`src/rtl/button_debounce_pkg.sv`:
```
// Shared types and constants for the debounced pushbutton input cell.
package button_debounce_pkg;

  localparam int unsigned SYNC_STAGES = 2;
  localparam int unsigned PRESS_CNT_W = 8;

  typedef enum logic [1:0] {
    IDLE_LOW  = 2'd0,
    WAIT_HIGH = 2'd1,
    IDLE_HIGH = 2'd2,
    WAIT_LOW  = 2'd3
  } btn_state_e;

endpackage

```
`src/rtl/sync_2ff.sv`:
```
// Generic two-flop synchronizer for a single asynchronous input bit.
module sync_2ff
  import button_debounce_pkg::*;
(
  input  logic clk_i,
  input  logic rst_i,
  input  logic d_i,
  output logic q_o
);

  logic [SYNC_STAGES-1:0] sync_q;

  always_ff @(posedge clk_i) begin
    if (rst_i) begin
      sync_q <= '0;
    end else begin
      sync_q <= {sync_q[SYNC_STAGES-2:0], d_i};
    end
  end

  assign q_o = sync_q[SYNC_STAGES-1];

endmodule

```
`src/rtl/button_debounce_in.sv`:
```
// Debounced pushbutton input with press/release pulses and a freeze input.
// Optional wrapping press counter enabled by BUTTON_DEBOUNCE_PRESS_CNT_EN.
module button_debounce_in
  import button_debounce_pkg::*;
#(
  parameter int unsigned STABLE_CYCLES = 16
) (
  input  logic clk_i,
  input  logic rst_i,
  input  logic dis_i,
  input  logic btn_i,
  output logic level_o,
  output logic rise_o,
  output logic fall_o
`ifdef BUTTON_DEBOUNCE_PRESS_CNT_EN
  ,
  output logic [PRESS_CNT_W-1:0] press_cnt_o
`endif
);

  localparam int unsigned CNT_W = $clog2(STABLE_CYCLES);
  localparam logic [CNT_W-1:0] CNT_MAX = CNT_W'(STABLE_CYCLES - 1);
  localparam logic [CNT_W-1:0] CNT_ONE = CNT_W'(1);

  logic             btn_s2;
  btn_state_e       state_q, state_d;
  logic [CNT_W-1:0] cnt_q, cnt_d;
  logic             level_q, level_d;
  logic             rise_q, rise_d;
  logic             fall_q, fall_d;

  sync_2ff u_sync (
    .clk_i (clk_i),
    .rst_i (rst_i),
    .d_i   (btn_i),
    .q_o   (btn_s2)
  );

  // Disabled cycles leave every field at its held value, so a pending
  // count resumes exactly where it stopped.
  always_comb begin
    state_d = state_q;
    cnt_d   = cnt_q;
    level_d = level_q;
    rise_d  = 1'b0;
    fall_d  = 1'b0;
    if (!dis_i) begin
      unique case (state_q)
        IDLE_LOW: begin
          if (btn_s2) begin
            state_d = WAIT_HIGH;
            cnt_d   = CNT_ONE;
          end
        end
        WAIT_HIGH: begin
          if (!btn_s2) begin
            state_d = IDLE_LOW;
            cnt_d   = '0;
          end else if (cnt_q == CNT_MAX) begin
            state_d = IDLE_HIGH;
            cnt_d   = '0;
            level_d = 1'b1;
            rise_d  = 1'b1;
          end else begin
            cnt_d = cnt_q + CNT_ONE;
          end
        end
        IDLE_HIGH: begin
          if (!btn_s2) begin
            state_d = WAIT_LOW;
            cnt_d   = CNT_ONE;
          end
        end
        WAIT_LOW: begin
          if (btn_s2) begin
            state_d = IDLE_HIGH;
            cnt_d   = '0;
          end else if (cnt_q == CNT_MAX) begin
            state_d = IDLE_LOW;
            cnt_d   = '0;
            level_d = 1'b0;
            fall_d  = 1'b1;
          end else begin
            cnt_d = cnt_q + CNT_ONE;
          end
        end
        default: begin
          state_d = IDLE_LOW;
          cnt_d   = '0;
          level_d = 1'b0;
        end
      endcase
    end
  end

  always_ff @(posedge clk_i) begin
    if (rst_i) begin
      state_q <= IDLE_LOW;
      cnt_q   <= '0;
      level_q <= 1'b0;
      rise_q  <= 1'b0;
      fall_q  <= 1'b0;
    end else begin
      state_q <= state_d;
      cnt_q   <= cnt_d;
      level_q <= level_d;
      rise_q  <= rise_d;
      fall_q  <= fall_d;
    end
  end

  assign level_o = level_q;
  assign rise_o  = rise_q;
  assign fall_o  = fall_q;

`ifdef BUTTON_DEBOUNCE_PRESS_CNT_EN
  logic [PRESS_CNT_W-1:0] press_cnt_q;

  // Counts in step with the rise pulse; rise_d is already gated by dis_i.
  always_ff @(posedge clk_i) begin
    if (rst_i) begin
      press_cnt_q <= '0;
    end else if (rise_d) begin
      press_cnt_q <= press_cnt_q + PRESS_CNT_W'(1);
    end
  end

  assign press_cnt_o = press_cnt_q;
`endif

endmodule

```
`config.mk`:
```
export PLATFORM = sky130hd
export DESIGN_NAME = button_debounce_in
export DESIGN_NICKNAME = d
export VERILOG_FILES = /design/src/rtl/button_debounce_pkg.sv /design/src/rtl/sync_2ff.sv /design/src/rtl/button_debounce_in.sv
export SDC_FILE = /design/constraint.sdc
export NUM_CORES = 1
export LEC_CHECK = 0
export BUFFER_PORTS_ARGS = -buffer_cell sky130_fd_sc_hd__buf_2
export CELL_PAD_IN_SITES_DETAIL_PLACEMENT = 0
export CELL_PAD_IN_SITES_GLOBAL_PLACEMENT = 1
export CORE_AREA = 5 5 42 44
export DETAILED_ROUTE_END_ITERATION = 16
export DIE_AREA = 0 0 47 49
export PLACE_DENSITY_LB_ADDON = 0.1
export SLEW_MARGIN = 0
export SYNTH_ARGS = -nofsm -noshare
export SYNTH_HDL_FRONTEND = slang
export SYNTH_HIERARCHICAL = 1
export SYNTH_SLANG_ARGS = --single-unit
```
`constraint.sdc`:
```
create_clock -name clk_i -period 3.27 [get_ports clk_i]
set_input_delay 0.981 -clock clk_i [delete_from_list [all_inputs] [get_ports clk_i]]
set_output_delay 0.981 -clock clk_i [all_outputs]
set_load 0.01 [all_outputs]
```
Word-level counts from Yosys, hierarchy flattened
Cells that the tools add are included.
Word-level totals
  bits of input ports: 4
  latch bits: 0
  RAM bits: 0
  memories kept: 0
  bits in read-only memories: 0
  word-level logic and storage cells: 49
  output and inout port bits: 3
  flip-flop bits (word level): 11
Operators by class
  bitwise operators: 4
  add/subtract/negate cells: 1
  muxes and demuxes: 19
  div/mod/pow operators: 0
  order comparisons: 0
  reductions and logical operators: 7
  equal/unequal tests: 12
  $mul: 0
  shifts and indexed selects: 0
Operators by type and width (number)
  2-to-1 mux 4 bit: 5
  case mux 4 bit (4 select lines): 1
  2-to-1 mux 2 bit: 6
  != test 2 bit, second input constant: 4
  case mux 2 bit (4 select lines): 1
  OR reduction 4 bit: 2
  AND reduction 6 bit: 1
  2-to-1 mux 1 bit: 5
  AND reduction 5 bit: 1
  adder 4 x 1 -> 4 bit, second input constant: 1
  == test 2 bit, second input constant: 2
  == test 4 bit, second input constant: 1
  != test 2 x 1 -> 1 bit, second input constant: 2
  NOT 1 bit: 4
  != test 3 x 2 -> 1 bit, second input constant: 1
  != test 3 bit, second input constant: 1
  AND reduction 3 bit: 1
  == test 2 x 1 -> 1 bit, second input constant: 1
  zero test 2 bit: 1
  case mux 1 bit (2 select lines): 1
  nonzero test 2 bit: 1

Logic depth before layout (Yosys ltp)
  depth in word-level cells: 4
  mapped depth: 5
  depth with buffers taken out: 5

Cells and area by module
Netlist, hierarchy kept.
Modules (own cells, without submodules)
  button_debounce_in: seq. area each 180.2 sq um, instances 1, area each 435.4 sq um, cells an instance 47
  sync_2ff: seq. area each 40.0 sq um, instances 1, area each 52.6 sq um, cells an instance 4

Worst setup path before layout
No wires, ideal clock.
  kind: input to register
  from: input dis_i
  to: register level_q (netlist: level_o)
  required time: 3.140 ns
  stages: 4
  path buffers: 1
  data arrival time: 1.581 ns
  library setup time: 0.130 ns
  path slack: 1.559 ns
  cell sequence: clkbuf_2 -> or2_4 -> o21ai_0 -> a21oi_1
On the way
  word-level cells in the longest chain between the ends: 2
RTL lines
  start: declaration: line button_debounce_in.sv:10  | input logic dis_i,
  NOT 1 bit (no source line)
  AND reduction 6 bit (no source line)
  end signal: assignment: line button_debounce_in.sv:106  | level_q <= level_d;
  end: declaration: line button_debounce_in.sv:28  | logic level_q, level_d;
Every way passes these cells.
A chain may end at the register's enable or synchronous reset.

Final worst setup path
  from: register level_q (netlist: level_o)
  to: output level_o
RTL lines
  end: declaration: line button_debounce_in.sv:12  | output logic level_o,
No word-level cell between the ends.

==> metrics.txt <==
# TYPE chip_impl_metric gauge
chip_impl_metric{name="grt_max_degree",unit=""} 12
chip_impl_metric{name="clock_insertion_delay_worst_skew",unit="ns"} 0.26
chip_impl_metric{name="whs_path_depth",unit=""} 1
chip_impl_metric{name="power.static_leakage",unit="nW"} 0.208
chip_impl_metric{name="cts.path.max_buffers",unit=""} 2
chip_impl_metric{name="post_route_cells_drive_above_1_share",unit="%"} 20.3
chip_impl_metric{name="worst_slew_margin",unit="%"} 80.1
chip_impl_metric{name="initial_core_util",unit="%"} 34.8
chip_impl_info{name="grt_setup_unrepaired",value="no"} 1
chip_impl_metric{name="finalCritPeriodShare",unit="%"} 52.6
chip_impl_info{name="worst_path_max_delay_cell",value="dfxtp_1"} 1
chip_impl_info{name="worstReg2RegStart",value="cnt_q[0]$_SDFFE_PP0P_"} 1
chip_impl_metric{name="drt_first_pass_iters",unit=""} 4
chip_impl_metric{name="switching_share",unit="%"} 20.8
chip_impl_metric{name="setup-violations-final",unit=""} 0
chip_impl_info{name="run_status",value="completed"} 1
chip_impl_metric{name="ir_worst_vdd",unit="mV"} 0.163
chip_impl_metric{name="synth_area",unit="um^2"} 488
chip_impl_metric{name="core_area",unit="um^2"} 1400
chip_impl_metric{name="antenna_violations_before_repair",unit=""} 0
chip_impl_metric{name="power.combinational.fraction",unit="%"} 4.3
chip_impl_metric{name="worstPathArrival",unit="ns"} 0.74
chip_impl_metric{name="grt_pass1_vias",unit=""} 372
chip_impl_metric{name="ys_types",unit=""} 28
chip_impl_info{name="kind_of_cell_with_the_highest_combined_delay_on_the_critical_path",value="flip-flops"} 1
chip_impl_metric{name="critical_path_buf_inv_count",unit=""} 1
chip_impl_metric{name="synth_warnings",unit=""} 6
chip_impl_metric{name="avgViaCountPerCell",unit=""} 5.17
chip_impl_metric{name="post-route-worst-setup-slack",unit="ns"} 1.55
chip_impl_metric{name="post_cts.repair.setup_buffers",unit=""} 0
chip_impl_metric{name="port_buffers",unit=""} 6
chip_impl_info{name="synth_commonest_cells",value="dfxtp_1, nor2_1, a21oi_1"} 1
chip_impl_info{name="netlist_top_cells_area",value="dfxtp_1, nor2_1, a21oi_1, mux2i_1, nor4b_1"} 1
chip_impl_metric{name="finalNetCount",unit=""} 65
chip_impl_metric{name="dieArea",unit="um^2"} 2300
chip_impl_info{name="worst_setup_path_end_kind",value="primary output"} 1
chip_impl_metric{name="cellPowerDensity",unit="nW/um^2"} 426
chip_impl_metric{name="post_synth_inst_count",unit=""} 51
chip_impl_metric{name="pre_cts_ws",unit="ns"} 1.53
chip_impl_metric{name="antenna_cells_inserted",unit=""} 0
chip_impl_metric{name="fin_cells",unit=""} 75
chip_impl_metric{name="drc",unit=""} 0
chip_impl_metric{name="io_pins",unit=""} 7
chip_impl_metric{name="slowest_delay",unit="ns"} 0.34
chip_impl_metric{name="drt-initial-drc-count",unit=""} 1
chip_impl_metric{name="clock.fmax",unit="MHz"} 581
chip_impl_info{name="worst-setup-path-type",value="reg -> out"} 1
chip_impl_metric{name="min_period",unit="ns"} 1.72
chip_impl_metric{name="vias",unit=""} 388
chip_impl_metric{name="die_h",unit="um"} 49
chip_impl_metric{name="place_congestion",unit=""} 0.797
chip_impl_metric{name="cts_max_level",unit=""} 1
chip_impl_metric{name="path_max_fanout",unit=""} 3
chip_impl_metric{name="dpl.cell_count",unit=""} 71
chip_impl_metric{name="switchingPower",unit="mW"} 0.0492
chip_impl_metric{name="cp.required",unit="ns"} 2.29
chip_impl_metric{name="avgRoutedWirePerCell",unit="um"} 12.0
chip_impl_metric{name="ff2ff_setup_slack",unit="ns"} 1.80
chip_impl_metric{name="synthesis.nets",unit=""} 56
chip_impl_info{name="critical_path.reg2reg.endpoint",value="level_o$_SDFFE_PP0P_"} 1
chip_impl_info{name="yosys_most_used_dff",value="dfxtp_1"} 1
chip_impl_metric{name="clockPowerShare",unit="%"} 37.4
chip_impl_metric{name="final.fill_count",unit=""} 149
chip_impl_metric{name="ys_ff_latch",unit=""} 11
chip_impl_metric{name="overall_power_of_the_completed_layout",unit="mW"} 0.237
chip_impl_metric{name="globalRouteTotalUtil",unit="%"} 9.10
chip_impl_metric{name="avgSynthCellArea",unit="um^2"} 9.57
chip_impl_metric{name="detailedPlacementHpwl",unit="um"} 688
chip_impl_metric{name="internal_power",unit="mW"} 0.187
chip_impl_info{name="cts_root_buf",value="clkbuf_4"} 1
chip_impl_metric{name="cts.sink_count",unit=""} 11
chip_impl_metric{name="hold-worst-slack",unit="ns"} 0.435
chip_impl_info{name="cts_tree",value="built"} 1
chip_impl_metric{name="hold_violations",unit=""} 0
chip_impl_info{name="hold-path-endpoint",value="u_sync/sync_q[1]$_SDFF_PP0_"} 1
chip_impl_metric{name="layout.core_utilization",unit="%"} 39.6
chip_impl_metric{name="cts_hold_buf",unit=""} 0
chip_impl_metric{name="r2r_cells",unit=""} 5
chip_impl_metric{name="tritoncts.num_buffers",unit=""} 3
chip_impl_metric{name="report.final.slew_viol_count",unit=""} 0
chip_impl_metric{name="ys_seq_area_share",unit="%"} 45.1
chip_impl_metric{name="cts-resized-gates",unit=""} 0
chip_impl_metric{name="rows",unit=""} 14
chip_impl_metric{name="die_w",unit="um"} 47
chip_impl_info{name="critical_path.startpoint_type",value="flip-flop"} 1
chip_impl_metric{name="clk_pin_slew",unit="ns"} 0.07
chip_impl_info{name="yosys.cell_count.top_type",value="dfxtp_1"} 1
chip_impl_info{name="synthDominantAreaCellType",value="dfxtp_1"} 1
chip_impl_info{name="hp-class",value="reg -> reg"} 1
chip_impl_metric{name="fin_worst_skew",unit="ns"} 0.00325
chip_impl_metric{name="seq_power_share",unit="%"} 58.3
chip_impl_metric{name="final_antenna_net_count",unit=""} 0
chip_impl_metric{name="gr-total-overflow",unit=""} 0
chip_impl_metric{name="dpl_cell_area",unit="um^2"} 529
chip_impl_metric{name="area_growth_syn_to_layout",unit="%"} 13.8
chip_impl_metric{name="grt_pass1_wl",unit="mm"} 1.50
chip_impl_metric{name="setup_tns",unit="ns"} 0
chip_impl_metric{name="yosys.area.top_type_share",unit="%"} 45.1
chip_impl_metric{name="finalWirelength",unit="um"} 899
chip_impl_metric{name="number_of_enable_type_register_cells_in_the_synthesized_netlist",unit=""} 0
chip_impl_info{name="holdCritStartpoint",value="u_sync/sync_q[0]$_SDFF_PP0_"} 1
chip_impl_metric{name="synthArstFlopShare",unit="%"} 0
chip_impl_metric{name="drv.max_cap_violation_count",unit=""} 0
chip_impl_metric{name="postLayoutCellArea",unit="um^2"} 556
chip_impl_metric{name="worstMarginPinSlew",unit="ns"} 0.298
chip_impl_info{name="crit_path_cell_trace",value="buf_2"} 1
-- cell families after synthesis --
kind of cell               Yosys count  share of synthesized area [%]
AOI/OAI and AO/OA                   12                           16.2
muxes                                2                           4.10
xor gates and xnor gates             2                           3.59
DFF                                 11                           45.1
and+or+nand+nor                     20                           25.9
adders and majority gates            1                           2.56
buffers and inverters                3                           2.56
-- how the worst max path moves through the flow --
stage                               startpoint              endpoint  depth (start not counted)
after floorplan                          dis_i  level_o$_SDFFE_PP0P_                          4
after global placement                   dis_i  level_o$_SDFFE_PP0P_                          4
after detailed placement                 dis_i             flip-flop                          4
after CTS                 level_o$_SDFFE_PP0P_               level_o                          1
after global routing      level_o$_SDFFE_PP0P_               level_o                          1
final                     level_o$_SDFFE_PP0P_               level_o                          1
-- state kept, by name (all words and copies together), names as in the netlist, named ones only --
signal and cells:
fall_o 1, level_o 1, rise_o 1, state_q 1
u_sync/sync_q 2, cnt_q 4
-- routing by layer --
layer,track usage [%],share of wire (%),up-vias
li1,-,-,203
met1,9.93,41,179
met2,13.8,55,4
met3,2.21,3.7,2
met4,7.83,0.56,0
met5,0,0,-
-- layout make-up --
class / count / area, um^2 / area share, %
flip-flops and latches: 11 / 220 / 39.6
well taps: 16 / 20.0 / 3.60
multi-input cells: 37 / 255 / 45.9
repair buffers: 6 / 30.0 / 5.41
clock buffers: 4 / 26.3 / 4.73
inverters: 1 / 3.75 / 0.676
-- power groups by stage --
stage / registers (mW) / logic, mW / clock network [mW]
final: 0.138 / 0.0102 / 0.0884
after global routing: 0.138 / 0.0113 / 0.0972
after CTS: 0.138 / 0.0103 / 0.0941
after detailed placement: 0.141 / 0.0103 / 0
after global placement: 0.141 / 0.00986 / 0
after floorplan: 0.140 / 0.00759 / 0
-- placed cells by master, fill, tap and decap left out --
cell	count
a21oi_1	4
dfxtp_1	11
nand3_1	1
ha_1	1
a22oi_1	1
o2111ai_1	1
o21bai_1	2
inv_1	1
clkbuf_4	3
xnor2_1	1
nand4_1	1
o21ai_0	1
mux2i_1	2
a31oi_1	1
nor2_1	6
buf_2	6
a32oi_1	1
nor4b_1	2
nand2b_1	1
nor2b_1	2
nand3b_1	1
nand4_2	1
clkbuf_1	1
xor2_1	1
nand2_1	2
or2_4	1
nor3b_2	1
a211oi_1	1
nor3b_1	1
Note: power is estimated with default switching activity, not from simulation.
